<file path="src/rtl/srl_fifo.sv">
// Small synchronous FIFO on an addressable shift-register store (SRL-style).
// Define SRL_FIFO_PROG_FULL_EN to add the registered prog_full flag.
module srl_fifo #(
  parameter int unsigned WIDTH            = 8,
  parameter int unsigned DEPTH            = 16,
  parameter int unsigned PROG_FULL_THRESH = 12
) (
  input  logic                         CLK,
  input  logic                         RSTN,
  input  logic [WIDTH-1:0]             in_data,
  input  logic                         in_valid,
  output logic                         in_ready,
  output logic [WIDTH-1:0]             out_data,
  output logic                         out_valid,
  input  logic                         out_ready,
`ifdef SRL_FIFO_PROG_FULL_EN
  output logic                         prog_full,
`endif
  output logic [$clog2(DEPTH+1)-1:0]   count
);

  localparam int unsigned CW = $clog2(DEPTH + 1);
  localparam int unsigned AW = $clog2(DEPTH);
  localparam logic [CW-1:0] FullCount = CW'(DEPTH);

  logic [WIDTH-1:0] r_sr [DEPTH];
  logic [CW-1:0]    r_count;
  logic [AW-1:0]    r_addr;

  logic             w_full;
  logic             w_empty;
  logic             w_push;
  logic             w_pop;
  logic [CW-1:0]    w_count_d;
  logic [AW-1:0]    w_addr_d;

  assign w_full  = (r_count == FullCount);
  assign w_empty = (r_count == '0);
  assign w_push  = in_valid & ~w_full;
  assign w_pop   = out_ready & ~w_empty;

  always_comb begin
    w_count_d = r_count;
    unique case ({w_push, w_pop})
      2'b10:   w_count_d = r_count + CW'(1);
      2'b01:   w_count_d = r_count - CW'(1);
      default: w_count_d = r_count;
    endcase
  end

  // Read address tracks count-1 so the output mux is driven straight from a register.
  always_comb begin
    w_addr_d = '0;
    if (w_count_d != '0) begin
      w_addr_d = AW'(w_count_d - CW'(1));
    end
  end

  always_ff @(posedge CLK or negedge RSTN) begin
    if (!RSTN) begin
      r_count <= '0;
      r_addr  <= '0;
    end else begin
      r_count <= w_count_d;
      r_addr  <= w_addr_d;
    end
  end

  // No reset on the array so it can map onto LUT shift registers.
  always_ff @(posedge CLK) begin
    if (w_push) begin
      r_sr[0] <= in_data;
      for (int unsigned i = 1; i < DEPTH; i++) begin
        r_sr[i] <= r_sr[i-1];
      end
    end
  end

  assign out_data  = r_sr[r_addr];
  assign out_valid = ~w_empty;
  assign in_ready  = ~w_full;
  assign count     = r_count;

`ifdef SRL_FIFO_PROG_FULL_EN
  logic r_prog_full;

  always_ff @(posedge CLK or negedge RSTN) begin
    if (!RSTN) begin
      r_prog_full <= 1'b0;
    end else begin
      r_prog_full <= (w_count_d >= CW'(PROG_FULL_THRESH));
    end
  end

  assign prog_full = r_prog_full;
`else
  logic w_unused_thresh;
  assign w_unused_thresh = ^PROG_FULL_THRESH;
`endif

  // A stalled write must be held with unchanged data until accepted.
  a_sender_stable: assert property (@(posedge CLK) disable iff (!RSTN)
    (in_valid && !in_ready) |=> (in_valid && $stable(in_data)));

endmodule

</file>
<file path="config.mk">
export PLATFORM = sky130hd
export DESIGN_NAME = srl_fifo
export DESIGN_NICKNAME = d
export VERILOG_FILES = /design/src/rtl/srl_fifo.sv
export SDC_FILE = /design/constraint.sdc
export NUM_CORES = 1
export LEC_CHECK = 0
export ABC_CLOCK_PERIOD_IN_PS = 8900
export BUFFER_PORTS_ARGS = -buffer_cell sky130_fd_sc_hd__buf_4
export CAP_MARGIN = 30
export CORE_ASPECT_RATIO = 0.5
export CORE_MARGIN = 2
export CORE_UTILIZATION = 65
export DETAILED_ROUTE_END_ITERATION = 10
export PLACE_DENSITY = 0.84
export SKIP_LAST_GASP = 1
export SYNTH_ARGS = -nofsm -noshare
export SYNTH_HDL_FRONTEND = slang
export SYNTH_SLANG_ARGS = --single-unit
</file>
<file path="constraint.sdc">
create_clock -name CLK -period 8.9 [get_ports CLK]
set_clock_uncertainty 0.15 [all_clocks]
set_input_delay 0 -clock CLK [delete_from_list [all_inputs] [get_ports CLK]]
set_output_delay 0 -clock CLK [all_outputs]
set_load 0.05 [all_outputs]
</file>
Word-level counts from Yosys, hierarchy flattened
Memory sizes are Yosys's and may differ from the RTL's.
Index checks and enable logic that the tools add are counted.
{ "totals": {"regBits": 9, "mem_bits_rw": 128, "in_bits": 12, "out_inout_bits": 15, "elab_cells": 19, "n_memories": 1} }
{ "op_classes": {"addsub": 3, "n_eq_ne": 3, "mux": 4, "bitwise": 4, "reduce_logical": 2} }
{ "mem_list": {"columns": ["name", "words", "width", "read_ports", "rd_clocked_by_memory_dff", "wr", "line", "rtl"], "rows": [
  ["r_sr", 16, 8, 16, 0, 16, "26", "logic [WIDTH-1:0] r_sr [DEPTH];"]
]} }
{ "ops": {"columns": ["cell", "n"], "rows": [
  ["5-bit one-hot mux with 2 select lines", 1],
  ["5-bit by 1-bit adder with 5-bit output (second input constant)", 1],
  ["5-bit == test (second input constant)", 1],
  ["5-bit zero test", 1],
  ["5-bit nonzero test", 1],
  ["5-bit by 1-bit subtractor with 5-bit output (second input constant)", 1],
  ["4-bit two-way mux", 1],
  ["4-bit by 1-bit subtractor with 4-bit output (second input constant)", 1],
  ["1-bit bitwise AND", 2],
  ["2-bit by 1-bit == test with 1-bit output (second input constant)", 1],
  ["2-bit == test (second input constant)", 1],
  ["1-bit two-way mux", 2],
  ["1-bit inverter", 2]
]} }

Logic depth before layout (Yosys ltp)
Gate-level depths: netlist (run 1).
{ "logic_depth": {"depth_word": 7, "depth_mapped": 11, "mapped_depth_nobuf": 11} }

Least setup slack after synthesis (run 1)
OpenSTA, ideal clock, no wires.
{ "synth_timing": {"path_kind": "flip-flop to flip-flop", "from": "reg r_count[1], in the netlist count[1]", "to": "mem r_sr[0][0], enable pin", "arrival_time_ns": 3.836, "required_time_ns": 8.269, "path_slack_ns": 4.433, "path_stages_with_launch": 5, "n_path_buf": 0, "period_less_slack_ns": 4.467, "path_cell_list": "dfrtp_1 > nor4_1 > nand2_1 > nand2_1 > inv_1"} }
{ "synth_lines": {"columns": ["element", "line", "rtl"], "rows": [
  ["start: declaration", "27", "logic [CW-1:0] r_count;"],
  ["start signal: assignment", "64", "r_count <= w_count_d;"],
  ["end: declaration", "26", null]
]} }

Final worst setup path (run 1)
{ "layout_timing": {"from": "reg r_count[1], in the netlist count[1]", "to": "reg r_addr[1]"} }
{ "layout_via": {"elab_chain_len": 7, "elab_cells_between_ends": 14, "cone_classes": "add/sub: 3; eq/ne: 3; mux: 2; bitwise: 4; reduce/logical: 2"} }
{ "layout_lines": {"columns": ["element", "line", "rtl"], "rows": [
  ["5-bit == test / 5-bit zero test (equally long branches)", "37, 38", null],
  ["1-bit inverter (on tied branches)", "39, 40", null],
  ["1-bit bitwise AND (on tied branches)", "39, 40", null],
  ["2-bit by 1-bit == test with 1-bit output / 2-bit == test (equally long branches)", "44", "unique case ({w_push, w_pop})"],
  ["5-bit one-hot mux with 2 select lines *", "44", null],
  ["4-bit by 1-bit subtractor with 4-bit output / 5-bit nonzero test (equally long branches)", "55, 54", null],
  ["4-bit two-way mux *", "54", "if (w_count_d != '0) begin"],
  ["named net w_addr_d[1]", "35", "logic [AW-1:0] w_addr_d;"],
  ["end signal: assignment", "65", "r_addr <= w_addr_d;"],
  ["end: declaration", "28", "logic [AW-1:0] r_addr;"]
]} }
Mark *: on every way through the listed nets, which the timed path passes. The rest lies on a longest branch.

==> impl_metrics.json, run 1 <==
{
  "slew_viol_final": 0,
  "grt_pass1_vias": 2645,
  "p_comb_frac": 0.344,
  "synth.distinct_cells": 37,
  "reg2reg_from": "count[1]",
  "rows": 23,
  "p_seq_frac": 0.391,
  "cp_max_fo": 7,
  "postRouteWirelength_um": 10000,
  "ir_drop_uv": 335,
  "postRouteAntennaNets": 0,
  "rsz0062_at_grt": "no",
  "cp_top_family": "simple AND/OR/NAND/NOR gates",
  "drtPass1Iterations": 5,
  "io_pins": 27,
  "detail_route.iter0.violations": 348,
  "max_freq_mhz": 312,
  "cts_resized": 0,
  "area_delta_synth_final_pct": 16.2,
  "worst_pin_slew_ns": 0.954,
  "clockBufferDepth": 2,
  "grtUsageMet2": 0.346,
  "fin_util": 0.791,
  "syn-num-nets": 258,
  "avgViaCountPerCell": 6.46,
  "portBuffers": 26,
  "power_frac_clock": 0.265,
  "synthTopCellsByArea": "edfxtp_1, mux4_1, mux4_2",
  "dp.cells": 371,
  "cts_setup_buffers": 0,
  "slowest_stage": "dfrtp_1",
  "intPower_w": 0.00156,
  "synth-seq-cells": 137,
  "ys_warn_count": 0,
  "dpl_cell_area_mm2": 0.00580,
  "critPathLaunchType": "register",
  "grt_max_degree": 79,
  "clock_latency_ns": 0.41,
  "power.switching_w": 0.000807,
  "timing.final.crit_share": 0.360,
  "async_flop_share": 0.0657,
  "layout_min_cycle_time_ns": 3.21,
  "netlist_area_mm2": 0.00552,
  "ys_top_cells_by_count": "edfxtp_1, mux4_1, mux4_2",
  "p_per_area_mw_per_mm2": 368,
  "status": "complete, no violations",
  "max-cap-violations": 0,
  "worstPathRequired_ns": 9.03,
  "wire_per_inst_um": 24.4,
  "die_x_um": 134,
  "finalWeightedCongestion": 0.788,
  "antenna_found_initial": 0,
  "diodes": 0,
  "initial_core_util": 0.681,
  "cts_tree": "done",
  "critPathLaunch": "count[1]",
  "synthFlopType": "edfxtp_1",
  "stdcell_count": 412,
  "clock-sinks": 137,
  "crit_arrival_ns": 3.34,
  "dieArea_mm2": 0.00930,
  "met3_usage": 0.0746,
  "finalSetupTns_ns": 0,
  "hold_buffers": 10,
  "synth-edff-count": 128,
  "max_stage_delay_ns": 0.43,
  "drive_gt1_frac": 0.243,
  "ys_seq_area_frac": 0.737,
  "path_cells": "nor4_1 > nand2b_1 > and2_1 > ha_1 > ha_1 > nor4b_1 > a211o_1 > a211oi_2 > and3_1 > a21oi_1",
  "die_y_um": 69.2,
  "core_mm2": 0.00812,
  "setup_viol": 0,
  "grt_pass1_wl_um": 15500,
  "top_usage_layer": "met2",
  "dp_hpwl_um": 5240,
  "cts-root-buf": "clkbuf_16",
  "drc_errors": 0,
  "gr-usage-met1": 0.345,
  "grt_util_all_layers": 0.236,
  "path_class": "register to register",
  "synth.most_common_cell": "edfxtp_1",
  "end_kind": "register",
  "p_sw_frac": 0.341,
  "crit_top_cell": "ha_1",
  "netlist_instances": 240,
  "min_from": "in_valid",
  "p_leak_nw": 2.34,
  "grt_overflow": 0,
  "path_buf_inv": 0,
  "postLayoutCellArea_mm2": 0.00642,
  "synth_top_area_cell": "edfxtp_1",
  "cts_buffers": 17,
  "layout.nets": 306,
  "max_slew_margin": 0.364,
  "clk_pin_slew_ns": 0.05,
  "synth_top_area_frac": 0.696,
  "syn_avg_cell_area_um2": 23.0,
  "hold_path.class": "primary input to register",
  "htree_levels": 4,
  "finalHoldViolCount": 0,
  "via_count": 2663
}
area by class of cell:
| class | instances | area, µm² |
|---|---|---|
| clock inverters | 11 | 82.6 |
| inverters | 9 | 36.3 |
| fillers | 394 | 1700 |
| well taps | 112 | 140 |
| multi-input cells | 84 | 1340 |
| flip-flops and latches | 137 | 4070 |
| repair buffers | 39 | 318 |
| clock buffers | 20 | 437 |
tightest hold or removal path, delay by kind of cell:
kind	cells	cell delay, ns
buffers and inverters	2	0.33
AND/OR/NAND/NOR	1	0.11
cell families (layout without fill, tap and decap cells):
logic type	count (synthesis)	after routing	synth area share
buf+inv	19	79	0.0215
mux	42	42	0.183
flops	137	137	0.737
fa+ha+maj	6	6	0.0150
simple gates	20	20	0.0211
compound gates	12	12	0.0163
xor+xnor	4	4	0.00634
routing by layer:
layer / vias to the layer above / part of all wire
met4: 0 / 0.012
met3: 12 / 0.063
li1: 1131 / -
met1: 1413 / 0.44
met5: - / 0
met2: 107 / 0.48
cell usage in the layout (no fill, tap or decap), types with 5 or more instances in the layout:
| cell type | Yosys | layout |
|---|---|---|
| edfxtp_1 | 128 | 128 |
| buf_4 | 0 | 29 |
| mux4_1 | 24 | 24 |
| clkbuf_16 | 0 | 17 |
| mux4_2 | 16 | 16 |
| dlygate4sd3_1 | 0 | 10 |
| dfrtp_1 | 9 | 9 |
| inv_1 | 9 | 8 |
| clkinv_2 | 0 | 6 |
| ha_1 | 5 | 5 |
worst paths after layout:
check / end / slack [ns] / cells after the start
max: r_addr[1] / 5.69 / 10
min: r_sr[0][1] / 0.12 / 3
max reg2reg: r_addr[1] / 5.69 / 10
min reg2reg: r_sr[6][2] / 0.29 / 0
max in group asynchronous: r_addr[2] / 7.85 / 3
min in group asynchronous: count[4] / 0.46 / 3
flip-flops by register name, summed over array words and instances (netlist names):
register and count:
r_addr 4, count 5, r_sr 128
metrics by stage:
step / hold slack [ns] / setup slack [ns] / total power, W
final: 0.123 / 5.69 / 0.00236
after global routing: 0.148 / 5.37 / 0.00246
after CTS: 0.142 / 5.71 / 0.00238
after detailed placement: -0.321 / 5.79 / 0.00173
after global placement: -0.326 / 5.96 / 0.00169
after floorplan: -0.446 / 4.43 / 0.00155
power groups by stage:
stage	sequential (W)	clock [W]	combinational, W
3_5_place_dp	0.000928	0	0.000801
3_3_place_gp	0.000916	0	0.000778
2_1_floorplan	0.000923	0	0.000622
4_1_cts	0.000923	0.000636	0.000819
5_1_grt	0.000936	0.000663	0.000860
6_report	0.000924	0.000627	0.000813
Power figures use the tool's default switching activity.
==> run 2: changes to the inputs <==
Settings changed: ABC_AREA set to 1, ABC_CLOCK_PERIOD_IN_PS 8900 to 3100, CORE_UTILIZATION 65 to 61, PLACE_DENSITY 0.84 to 0.79.
Clock period 8.9 ns to 3.1 ns, I/O delays scaled along.
==> run 2 against run 1 <==
Cell area is 7.2% higher. Die area is 13% higher. Clock power grew to 2.8 times the previous value. Synthesized area is 6.9% higher. Synthesized cell count is 110% higher.
==> impl_metrics.json, run 2 <==
{
  "core_mm2": 0.00942,
  "setup_viol": 0,
  "clock_latency_ns": 0.40,
  "max-cap-violations": 0,
  "finalHoldViolCount": 0,
  "cp_max_fo": 6,
  "reg2reg_from": "count[0]",
  "synth.most_common_cell": "edfxtp_1",
  "p_comb_frac": 0.387,
  "finalWeightedCongestion": 0.874,
  "grt_util_all_layers": 0.226,
  "p_per_area_mw_per_mm2": 1070,
  "finalPower_w": 0.00737,
  "drive_gt1_frac": 0.157,
  "power_frac_clock": 0.241,
  "layout_min_cycle_time_ns": 2.84,
  "drc_errors": 0,
  "async_flop_share": 0.0657,
  "p_seq_frac": 0.372,
  "io_pins": 27,
  "grt_pass1_vias": 3563,
  "avgViaCountPerCell": 5.48,
  "synth-seq-cells": 137,
  "synthTopCellsByArea": "edfxtp_1, inv_1, nand3_1",
  "clk_pin_slew_ns": 0.05,
  "drtPass1Iterations": 5,
  "hold_ws_ns": 0.118,
  "layout.nets": 553,
  "synth_top_area_cell": "edfxtp_1",
  "grt_overflow": 0,
  "syn_avg_cell_area_um2": 11.9,
  "largest-register": "r_sr",
  "postRouteAntennaNets": 0,
  "ys_warn_count": 0,
  "postRouteWirelength_um": 10900,
  "finalWorstSetupSlack_ns": 0.257,
  "grt_max_degree": 62,
  "dp_hpwl_um": 6400,
  "netlist_instances": 498,
  "cts_tree": "done",
  "synth-edff-count": 128,
  "path_cells": "inv_2 > nand4_1 > inv_2 > nand2_8 > nand2_4 > ha_1 > inv_1 > fa_1 > o21ai_2 > inv_1 > ha_1 > inv_1 > nor2_1 > nand3_1 > nor2_2 > nor2_1",
  "rsz0062_at_grt": "no",
  "synth_top_area_frac": 0.651,
  "power.switching_w": 0.00293,
  "ys_seq_area_frac": 0.689,
  "p_leak_nw": 2.79,
  "layout_commonest_cell": "edfxtp_1",
  "largest_reg_flops": 128,
  "ir_drop_uv": 739,
  "cts_setup_buffers": 0,
  "max_stage_delay_ns": 0.50,
  "htree_levels": 4,
  "diodes": 0,
  "max_slew_margin": 0.591,
  "worst_pin_slew_ns": 0.612,
  "antenna_found_initial": 0,
  "via_count": 3741,
  "synth.distinct_cells": 27,
  "cts_buffers": 17,
  "p_sw_frac": 0.398,
  "max_freq_mhz": 352,
  "dpl_cell_area_mm2": 0.00625,
  "grt_pass1_wl_um": 17700,
  "slew_viol_final": 0,
  "dieArea_mm2": 0.0105,
  "critPathLaunchType": "register",
  "slowest_stage": "fa_1",
  "initial_core_util": 0.627,
  "portBuffers": 26,
  "mostFrequentLayoutCells": "edfxtp_1, inv_1, nand2_1",
  "clock-sinks": 137,
  "syn-num-nets": 516,
  "synthFlopType": "edfxtp_1",
  "clockBufferDepth": 2,
  "postLayoutCellArea_mm2": 0.00688,
  "hold_path.class": "primary input to register",
  "worstPathRequired_ns": 3.23,
  "crit_arrival_ns": 2.97,
  "cts_resized": 0,
  "fin_util": 0.731,
  "die_y_um": 73.6,
  "place_worst_setup_slack_ns": 0.277,
  "min_from": "out_ready",
  "crit_top_cell": "inv_1",
  "area_delta_synth_final_pct": 16.6,
  "rows": 25,
  "detail_route.iter0.violations": 403,
  "timing.final.crit_share": 0.917,
  "ys_top_cells_by_count": "edfxtp_1, inv_1, nand2_1",
  "status": "complete, no violations",
  "wire_per_inst_um": 16.0,
  "netlist_area_mm2": 0.00590,
  "cts-root-buf": "clkbuf_16",
  "path_class": "register to register",
  "end_kind": "register",
  "critPathLaunch": "count[0]",
  "intPower_w": 0.00444,
  "die_x_um": 143
}
## run 2: changes by cell type after synthesis, sizes merged, moves of 8 or more
cell	delta
nand3	+59
o21ai	+33
mux4	-40
inv	+75
nand2	+69
a21oi	+30
o211ai	+32
buf	+14
nor2	+8
## run 2: cell type report
class                   count  area [µm²]
clock buffers              27         493
fillers                   593        2530
inverters                  84         319
well taps                 135         169
clock inverters             5        25.0
repair buffers             44         408
multi-input cells         251        1390
flip-flops and latches    137        4080
## run 2: power by group through the flow
| stage | Clock, W | Sequential, W | Combinational, W |
|---|---|---|---|
| 2_1_floorplan | 0 | 0.00271 | 0.00214 |
| 3_3_place_gp | 0 | 0.00273 | 0.00273 |
| 3_5_place_dp | 0 | 0.00277 | 0.00280 |
| 4_1_cts | 0.00178 | 0.00274 | 0.00286 |
| 5_1_grt | 0.00186 | 0.00279 | 0.00313 |
| 6_report | 0.00177 | 0.00274 | 0.00285 |
## run 2: path summary, 6_finish.rpt
| check | to | slack, ns | cells after the start |
|---|---|---|---|
| setup / recovery | r_addr[0] | 0.26 | 16 |
| hold / removal | count[1] | 0.12 | 5 |
| setup reg to reg | r_addr[0] | 0.26 | 16 |
| hold reg to reg | r_sr[9][7] | 0.29 | 0 |
| max in group asynchronous | r_addr[0] | 2.00 | 3 |
| min in group asynchronous | count[3] | 0.45 | 3 |
## run 2: cell families (layout without fill, tap and decap cells)
group | Yosys count | in the layout | share of synthesized area
xor+xnor | 3 | 3 | 0.00445
simple gates | 144 | 144 | 0.107
flops | 137 | 137 | 0.689
buf+inv | 110 | 160 | 0.0795
compound gates | 98 | 98 | 0.106
fa+ha+maj | 6 | 6 | 0.0140
## run 2: per-layer routing
| metal | up-vias | global-route usage | part of all wire |
|---|---|---|---|
| met5 | - | 0 | 0 |
| met4 | 0 | 0.108 | 0.020 |
| met3 | 21 | 0.0548 | 0.061 |
| met2 | 152 | 0.350 | 0.48 |
| met1 | 1763 | 0.309 | 0.44 |
| li1 | 1805 | - | - |
## run 2: worst max-delay path, delay by kind of cell (launching register included)
family,cells,cell delay [ns]
adder cells (fa/ha/maj),3,0.93
AND/OR/NAND/NOR,7,0.65
flip-flops,1,0.45
buffers and inverters,5,0.45
AO/OA/AOI/OAI,1,0.07
## run 2: stage by stage
step           std cells  TNS (ns)
6_report             683         0
5_1_grt              683         0
4_1_cts              683         0
3_5_place_dp         640         0
3_3_place_gp         640         0
2_1_floorplan        498    -46.82
## run 2: what timing repair did
| item | CTS | global route |
|---|---|---|
| hold buffers | 11 | 0 |
| endpoints found under the hold margin | 20 | 0 |
| endpoints found under the setup margin | 0 | 0 |
==> run 3: changes to the inputs <==
Settings changed: CAP_MARGIN 30 to 20, CORE_MARGIN 2 to 10.
==> run 3 against run 2 <==
Flip-flop and latch count did not move. Sequential power fell by 2%. Combinational power barely moved. Register-to-register slack improved by 0.02 ns. Critical path depth did not move. Clock power barely moved. Critical path type unchanged.
==> impl_metrics.json, run 3 (synthesis gave the netlist of run 2 again) <==
{
  "dp_hpwl_um": 6240,
  "timing.final.crit_share": 0.909,
  "cts_buffers": 17,
  "ir_drop_uv": 676,
  "cts_setup_buffers": 0,
  "worst_pin_slew_ns": 0.592,
  "drc_errors": 0,
  "postRouteWirelength_um": 10500,
  "via_count": 3659,
  "finalHoldViolCount": 0,
  "hold_buffers": 10,
  "cts-root-buf": "clkbuf_16",
  "antenna_found_initial": 0,
  "finalWorstSetupSlack_ns": 0.281,
  "place_worst_setup_slack_ns": 0.289,
  "wire_per_inst_um": 15.4,
  "grt_overflow": 0,
  "worstPathRequired_ns": 3.23,
  "rows": 25,
  "setup_viol": 0,
  "diodes": 0,
  "status": "complete, no violations",
  "core_mm2": 0.00945,
  "hold_path.class": "primary input to register",
  "dp.cells": 639,
  "portBuffers": 26,
  "slew_viol_final": 0,
  "p_leak_nw": 2.76,
  "initial_core_util": 0.625,
  "cts_resized": 0,
  "largest-register": "r_sr",
  "cp_max_fo": 5,
  "clk_pin_slew_ns": 0.05,
  "postLayoutCellArea_mm2": 0.00684,
  "max_freq_mhz": 355,
  "dieArea_mm2": 0.0142,
  "end_kind": "register",
  "htree_levels": 4,
  "die_y_um": 89.6,
  "layout.nets": 551,
  "finalPower_w": 0.00731,
  "clockBufferDepth": 2,
  "drive_gt1_frac": 0.154,
  "largest_reg_flops": 128,
  "critPathLaunchType": "register",
  "rsz0062_at_grt": "no",
  "crit_arrival_ns": 2.94,
  "max-cap-violations": 0,
  "grt_util_all_layers": 0.154,
  "hold_ws_ns": 0.128,
  "detail_route.iter0.violations": 346,
  "dpl_cell_area_mm2": 0.00622,
  "avgViaCountPerCell": 5.38,
  "layout_min_cycle_time_ns": 2.82,
  "grt_max_degree": 129,
  "grt_pass1_wl_um": 17600,
  "finalWeightedCongestion": 0.835,
  "p_per_area_mw_per_mm2": 1070,
  "layout_commonest_cell": "edfxtp_1",
  "stdcell_count": 680,
  "die_x_um": 159,
  "io_pins": 27,
  "clock_latency_ns": 0.40,
  "drtPass1Iterations": 5,
  "path_class": "register to register",
  "mostFrequentLayoutCells": "edfxtp_1, inv_1, nand2_1",
  "cts_tree": "done",
  "clock-sinks": 137,
  "fillCellCount": 637,
  "postRouteAntennaNets": 0,
  "area_delta_synth_final_pct": 15.9,
  "max_slew_margin": 0.605,
  "grt_pass1_vias": 3560
}
-- run 3: cell types whose count changed in the layout (fill, tap and decap cells not counted), sizes merged --
| cell | change |
|---|---|
| dlygate4sd3 | -1 |
| buf | -1 |
| clkinv | +2 |
| clkbuf | -7 |
| bufinv | +1 |
| clkinvlp | +3 |
-- run 3: worst max-delay path, cell delays in order, from the launching register on --
cell     delay [ns]
dfrtp_2        0.42
inv_1          0.09
nand4_1        0.13
inv_2          0.13
nand2_8        0.06
nand2_4        0.08
ha_1           0.25
inv_1          0.09
fa_1           0.51
o21ai_2        0.08
inv_1          0.09
ha_1           0.18
inv_1          0.05
nor2_1         0.09
nand3_1        0.09
nor2_2         0.15
nor2_1         0.05
-- run 3: final timing paths --
kind                            start         end  slack, ns  depth (start not counted)
setup reg to reg             count[3]   r_addr[0]       0.28                         16
hold reg to reg            r_sr[8][7]  r_sr[9][7]       0.29                          0
max in group asynchronous        RSTN   r_addr[0]       1.97                          3
min in group asynchronous        RSTN    count[3]       0.47                          3
setup / recovery             count[3]   r_addr[0]       0.28                         16
hold / removal              out_ready    count[1]       0.13                          5
-- run 3: per-layer routing --
metal | vias to the layer above | wire length [µm] | global-route usage
li1 | 1798 | - | -
met1 | 1745 | 4810 | 0.199
met2 | 106 | 4960 | 0.245
met3 | 10 | 610 | 0.0437
met4 | 0 | 106 | 0.0652
met5 | - | 0 | 0
-- run 3: where the power goes --
part / switching, W / leakage (nW) / internal (W) / total, W
sequential: 0.000257 / 1.35 / 0.00244 / 0.00269
combinational: 0.00195 / 1.16 / 0.000899 / 0.00285
clock: 0.000694 / 0.246 / 0.00108 / 0.00177
-- run 3: final cells by class --
| cell class | count | area (µm²) | share of cell area |
|---|---|---|---|
| clock buffer | 20 | 437 | 0.0638 |
| clock inverter | 11 | 82.6 | 0.0121 |
| inverter | 84 | 319 | 0.0466 |
| multi-input combinational | 251 | 1390 | 0.203 |
| sequential | 137 | 4080 | 0.596 |
| tap | 135 | 169 | 0.0247 |
| timing repair buffer | 42 | 365 | 0.0534 |
-- run 3: stage by stage --
stage / util / TNS [ns]
floorplan: - / -46.82
global placement: 0.659 / 0
detailed placement: 0.659 / 0
CTS: 0.724 / 0
global route: 0.724 / 0
finish: 0.724 / 0
